**src/rtl/seq_mult_hs.sv**
```systemverilog
// seq_mult_hs: iterative shift-add multiplier with valid/ready handshakes.
//
// One multiplier bit is retired per clock, so a product takes WIDTH cycles
// after acceptance. signed_mode selects two's-complement or unsigned
// operands per operation. The signed mode works on magnitudes and applies
// the sign to the final result.
//
// Ports:
//   clk          clock, all state updates on the rising edge
//   rst          synchronous active-high reset
//   in_valid     operand set presented (a, b, signed_mode)
//   in_ready     block can accept operands (IDLE only)
//   a            multiplicand, WIDTH bits
//   b            multiplier, WIDTH bits
//   signed_mode  1 = two's-complement operands, 0 = unsigned
//   out_valid    product available (DONE)
//   out_ready    downstream accepts product
//   product      2*WIDTH-bit result; meaningful only while out_valid=1
//   busy         high in BUSY or DONE
module seq_mult_hs #(
  parameter int unsigned WIDTH = 8
) (
  input  logic                 clk,
  input  logic                 rst,
  input  logic                 in_valid,
  output logic                 in_ready,
  input  logic [WIDTH-1:0]     a,
  input  logic [WIDTH-1:0]     b,
  input  logic                 signed_mode,
  output logic                 out_valid,
  input  logic                 out_ready,
  output logic [2*WIDTH-1:0]   product,
  output logic                 busy
);

  localparam int unsigned PW = 2 * WIDTH;
  localparam int unsigned CW = $clog2(WIDTH + 1);

  localparam logic [1:0] IDLE = 2'd0;
  localparam logic [1:0] BUSY = 2'd1;
  localparam logic [1:0] DONE = 2'd2;

  logic [1:0]       state;
  logic [WIDTH-1:0] mcand;
  logic [WIDTH-1:0] mplier;
  logic [PW-1:0]    acc;
  logic [CW-1:0]    count;
  logic             neg;

  logic [WIDTH-1:0] a_mag;
  logic [WIDTH-1:0] b_mag;
  logic [PW-1:0]    addend;
  logic [PW-1:0]    acc_next;
  logic [PW-1:0]    result;
  logic             last_iter;

  // Operand magnitudes. The magnitude of the most negative value is
  // 2^(WIDTH-1), which still fits in WIDTH unsigned bits.
  always_comb begin
    a_mag = a;
    b_mag = b;
    if (signed_mode) begin
      if (a[WIDTH-1]) a_mag = '0 - a;
      if (b[WIDTH-1]) b_mag = '0 - b;
    end
  end

  // One shift-add step. The multiplicand is placed by count instead of
  // being kept in a pre-shifted 2*WIDTH register.
  always_comb begin
    addend   = '0;
    if (mplier[0]) addend = {{WIDTH{1'b0}}, mcand} << count;
    acc_next = acc + addend;
    result   = neg ? ('0 - acc_next) : acc_next;
  end

  assign last_iter = (count == CW'(WIDTH - 1));

  always_ff @(posedge clk) begin
    if (rst) begin
      state   <= IDLE;
      mcand   <= '0;
      mplier  <= '0;
      acc     <= '0;
      count   <= '0;
      neg     <= 1'b0;
      product <= '0;
    end else begin
      case (state)
        IDLE: begin
          if (in_valid) begin
            mcand  <= a_mag;
            mplier <= b_mag;
            neg    <= signed_mode & (a[WIDTH-1] ^ b[WIDTH-1]);
            acc    <= '0;
            count  <= '0;
            state  <= BUSY;
          end
        end
        BUSY: begin
          acc    <= acc_next;
          mplier <= mplier >> 1;
          count  <= count + CW'(1);
          // The final step's sum goes straight into product so out_valid
          // rises exactly WIDTH edges after acceptance.
          if (last_iter) begin
            product <= result;
            state   <= DONE;
          end
        end
        DONE: begin
          if (out_ready) state <= IDLE;
        end
        default: state <= IDLE;
      endcase
    end
  end

  assign in_ready  = (state == IDLE);
  assign out_valid = (state == DONE);
  assign busy      = (state == BUSY) || (state == DONE);

endmodule

```
**config.mk**
```make
export PLATFORM = sky130hd
export DESIGN_NAME = seq_mult_hs
export DESIGN_NICKNAME = d
export VERILOG_FILES = /design/src/rtl/seq_mult_hs.sv
export SDC_FILE = /design/constraint.sdc
export NUM_CORES = 1
export LEC_CHECK = 0
export CORE_ASPECT_RATIO = 0.6
export CORE_MARGIN = 3
export CORE_UTILIZATION = 39
export DETAILED_ROUTE_END_ITERATION = 8
export SLEW_MARGIN = 30
export SYNTH_ARGS = -nofsm -noshare
export SYNTH_HDL_FRONTEND = slang
export SYNTH_SLANG_ARGS = --single-unit
export TNS_END_PERCENT = 10
```
**constraint.sdc**
```tcl
create_clock -name clk -period 10.5 [get_ports clk]
set_input_delay 1.575 -clock clk [delete_from_list [all_inputs] [get_ports clk]]
set_output_delay 1.575 -clock clk [all_outputs]
set_load 0.005 [all_outputs]
```
# Word level (Yosys, flattened, before mapping)
# Index checks and enable logic that the tools add are counted.
# totals
ff_bits	55
output_inout_bits	19
# classes
n_eq_ne	6
n_addsub	5
muxes	16
reduce_logical	7
bitwise	2
shift	1
# ops
cell	count
16-bit two-way mux	3
8-bit two-way mux	5
16-bit case mux with 2 select lines	1
16-bit adder	1
8-bit case mux with 2 select lines	1
8-bit by 4-bit left shift with 16-bit output	1
1-bit by 16-bit subtractor with 16-bit output (first input constant)	1
1-bit by 8-bit subtractor with 8-bit output (first input constant)	2
4-bit case mux with 2 select lines	1
2-bit two-way mux	3
2-bit case mux with 3 select lines	1
2-bit AND reduction	3
4-bit by 1-bit adder with 4-bit output (second input constant)	1
4-bit by 3-bit equality test with 1-bit output (second input constant)	1
4-bit two-way mux	1
2-bit != test (second input constant)	2
3-bit AND reduction	1
2-bit by 1-bit equality test with 1-bit output (second input constant)	1
2-bit equality test (second input constant)	1
2-bit logical NOT	1
2-bit by 1-bit != test with 1-bit output (second input constant)	1
2-bit nonzero test	1
1-bit AND	1
1-bit logical OR	1
1-bit XOR	1

# Longest topological paths before layout
# depth
word_depth	5
mapped_depth	18

# Least setup slack after synthesis
# No wires, ideal clock.
# synth_path
path_type	register -> register
start	register count[1]
end	register product[15]
t_required_ns	10.383
t_arrival_ns	3.845
setup_slack_ns	6.538
path_stages_with_launch	18
path_cell_list	dfxtp_1 -> clkbuf_1 -> buf_1 -> mux2i_1 -> o21ai_0 -> nand2_1 -> o21ai_0 -> nor2b_1 -> ha_1 -> clkbuf_1 -> nand3_1 -> o311a_1 -> o21bai_1 -> a21o_1 -> xor2_1 -> o41ai_4 -> xnor2_1 -> a22o_1
# synth_between
elab_chain_len	5
word_cells_on_any_way	7
# synth_lines
element	line_no	rtl
start, declared	47	logic [CW-1:0] count;
start signal, assigned	103	count <= count + CW'(1);
8-bit by 4-bit left shift with 16-bit output	72	if (mplier[0]) addend = {{WIDTH{1'b0}}, mcand} << count;
16-bit two-way mux	72	
16-bit adder	73	acc_next = acc + addend;
1-bit by 16-bit subtractor with 16-bit output	74	result = neg ? ('0 - acc_next) : acc_next;
16-bit two-way mux	74	
end signal, assigned	107	product <= result;
end, declared	32	output logic [2*WIDTH-1:0] product,
# Several ways; a longest one is shown, not always the timed one.
# A chain may end at the register's enable or synchronous reset.

# Worst setup path after layout
# layout_path
start	register count[1]
end	register product[14]
# The elaborated chain is that of the path after synthesis.

==> impl_metrics.env <==
export IMPL_drc=0
export IMPL_areaGrowthSynthToFinish_pct=15.2
export IMPL_grt_max_degree=56
export IMPL_seq_area_frac_synth_pct=27.2
export IMPL_peakVddDrop_mv=0.0781
export IMPL_die_area_mm2=0.0117
export IMPL_clk_latency_ps=300
export IMPL_synth_top_flop_cell="dfxtp_1"
export IMPL_final_cell_mix="nor2_1, dfxtp_1, clkdlybuf4s50_1, nand2_1, a21oi_1"
export IMPL_drive_gt1_share_pct=7.92
export IMPL_io_pins=40
export IMPL_first_pass_iters=5
export IMPL_layout_commonest_cell="nor2_1"
export IMPL_cts_tree="built"
export IMPL_ctsResizeCount=0
export IMPL_synthesis_nets=544
export IMPL_synthCells=500
export IMPL_die_h_um=84.9
export IMPL_wl_mm=10.5
export IMPL_path_clk_slew_ps=70
export IMPL_ys_warn_count=0
export IMPL_cts_max_level=2
export IMPL_grt_use_total_pct=18.7
export IMPL_hold_worst_slack_ps=457
export IMPL_netlist_area_mm2=0.00405
export IMPL_nFillCells=979
export IMPL_layout_min_cycle_time_ps=4410
export IMPL_worst_pin_slew_ps=906
export IMPL_placed_cell_area_mm2=0.00449
export IMPL_finish_instance_area_mm2=0.00466
export IMPL_grt_antenna_before_repair=0
export IMPL_synth_enable_flop_cells=0
export IMPL_hold_path_class="register to register"
export IMPL_die_width_um=137
export IMPL_final_period_utilization_pct=42.0
export IMPL_fin_skew_ps=5.02
export IMPL_post_cts_buffers=0
export IMPL_ant_nets=0
export IMPL_status="completed"
export IMPL_globalplace_congestion=0.913
export IMPL_vias=3673
export IMPL_grt_pass1_wl_mm=17.7
export IMPL_cp_required_ps=10700
export IMPL_cts_buffers=5
export IMPL_crit_path_start_kind="register"
export IMPL_ys_types=66
export IMPL_start_util_pct=40.5
export IMPL_maxSlewViolCount=0
export IMPL_slew_headroom_pct=39.6
export IMPL_synth_seq_cells=55
export IMPL_worstSetupStartpoint="count[1]"
export IMPL_cts_path_max_buffers=2
export IMPL_drt_iter0_drc=336
export IMPL_viasPerCell=5.62
export IMPL_max_cap_violations=0
export IMPL_postCtsHoldBufs=0
export IMPL_post_place_ws_ps=6170
export IMPL_cp_arrival_ps=4600
export IMPL_critPathKind="register to register"
export IMPL_grt_pass1_vias=3446
export IMPL_regToRegSetupSlack_ps=6090
export IMPL_fin_ws_ps=6090
export IMPL_grt_overflow_total=0
export IMPL_async_flop_share_pct=0
export IMPL_rsz0062_at_grt="no"
export IMPL_crit_fanout=18
export IMPL_antenna_cells=0
export IMPL_finalHoldViolations=0
export IMPL_max_freq_mhz=227
export IMPL_portBuffers=39
export IMPL_coreArea_mm2=0.00998
export IMPL_cts_root_buffer="clkbuf_16"
export IMPL_power_density_mw_per_mm2=126
export IMPL_final_nets=561
export IMPL_r2r_start="count[1]"
export IMPL_wl_per_cell_um=16.1
export IMPL_end_kind="register"
export IMPL_setup_viol=0
export IMPL_power_leakage_nw=1.82
export IMPL_r2r_end="product[14]"
export IMPL_reg2regPathDepth=14
export IMPL_fin_tns_setup_ps=0
export IMPL_cts_sinks=55
export IMPL_rows=28
export IMPL_syn_area_per_cell_um2=8.09
export IMPL_crit_end="product[14]"
export IMPL_dp_hpwl_mm=7.97
## area by class of cell
type,instances,area [um2],share of cell area (%)
timing repair buffer,41,400,8.59
multi-input combinational,397,2750,59.1
inverter,17,63.8,1.37
clock inverter,2,35.0,0.752
sequential,55,1100,23.6
clock buffer,6,139,2.98
tap,135,169,3.62
## how the worst min path moves through the flow
stage,cells past startpoint,start,end
6_report,2,product[0],product[0]
4_1_cts,2,product[0],product[0]
3_5_place_dp,2,product[0],product[0]
3_3_place_gp,2,product[0],product[0]
2_1_floorplan,2,product[2],product[2]
5_1_grt,2,product[2],product[2]
## report_power, final
| group | leakage (nW) | total [mW] | internal, mW | switching, mW |
|---|---|---|---|---|
| registers | 0.446 | 0.232 | 0.219 | 0.0133 |
| clock network | 0.0868 | 0.197 | 0.119 | 0.0780 |
| logic | 1.29 | 0.157 | 0.0659 | 0.0914 |
| total | 1.82 | 0.586 | 0.404 | 0.183 |
## registers in the layout (all words and copies together) (netlist names)
name,cells
mcand,8
mplier,8
state,2
product,16
acc,16
neg,1
count,4
## layer usage
metal	global-route usage, %	up-vias	share of wire (%)
met4	4.35	0	1.4
met2	25.1	115	39
met5	0	-	0
met3	3.32	18	6.0
met1	30.4	1709	54
li1	-	1831	-
## worst max-delay path, cell delays in order (launching register included)
cell and delay, ps:
dfxtp_1 740, mux2_2 420, o21ai_0 240, mux2i_1 130, nor2b_1 170, ha_1 420
a21o_1 290, a22oi_2 250, nor2b_1 270, xor2_2 250, nand4_1 170, nor4_2 410
a41oi_1 200, xor2_1 180, a22o_1 180
## synthesized netlist by cell type, types with 2 or more instances
library cell,number,area (um2)
nand4_1,2,12.5
a211oi_1,19,143
o22ai_1,4,25.0
o31ai_1,4,30.0
o21bai_1,4,30.0
nand2b_1,6,37.5
mux2i_1,7,70.1
a2111oi_4,2,55.1
nor2b_1,10,62.6
mux4_2,2,45.0
a21o_1,8,60.1
a31oi_1,2,12.5
a22o_1,2,17.5
o21ai_0,17,85.1
or2_2,2,12.5
a21oi_1,29,145
nor2_1,73,274
buf_6,2,22.5
a21o_2,2,17.5
and2_1,8,50.1
ha_1,22,275
a222oi_1,6,60.1
nor4_1,2,12.5
dfxtp_1,55,1100
buf_1,6,22.5
mux2_2,6,67.6
nand2_1,36,135
a311oi_1,4,35.0
nor3_1,10,50.1
xnor2_1,20,175
nand3b_1,3,22.5
a22oi_1,16,120
a32oi_1,2,17.5
clkbuf_1,22,82.6
o211ai_1,2,15.0
xor2_1,17,149
or3_1,2,12.5
inv_1,17,63.8
nand3_1,18,90.1
and3_1,3,18.8
## metrics by stage
step	utilization (%)	total power, mW	cells
after floorplan	-	0.350	500
after global placement	44.9	0.390	645
after detailed placement	44.9	0.392	645
final	46.7	0.586	653
after global routing	46.7	0.618	653
after CTS	46.7	0.588	653
## logic make-up after synthesis
group	share of synthesized area, %
simple gates	21.9
mux	4.52
flops	27.2
compound gates	25.4
xor+xnor	8.82
buf+inv	4.86
fa+ha+maj	7.30
No activity file was read; power rests on OpenSTA's default activity.
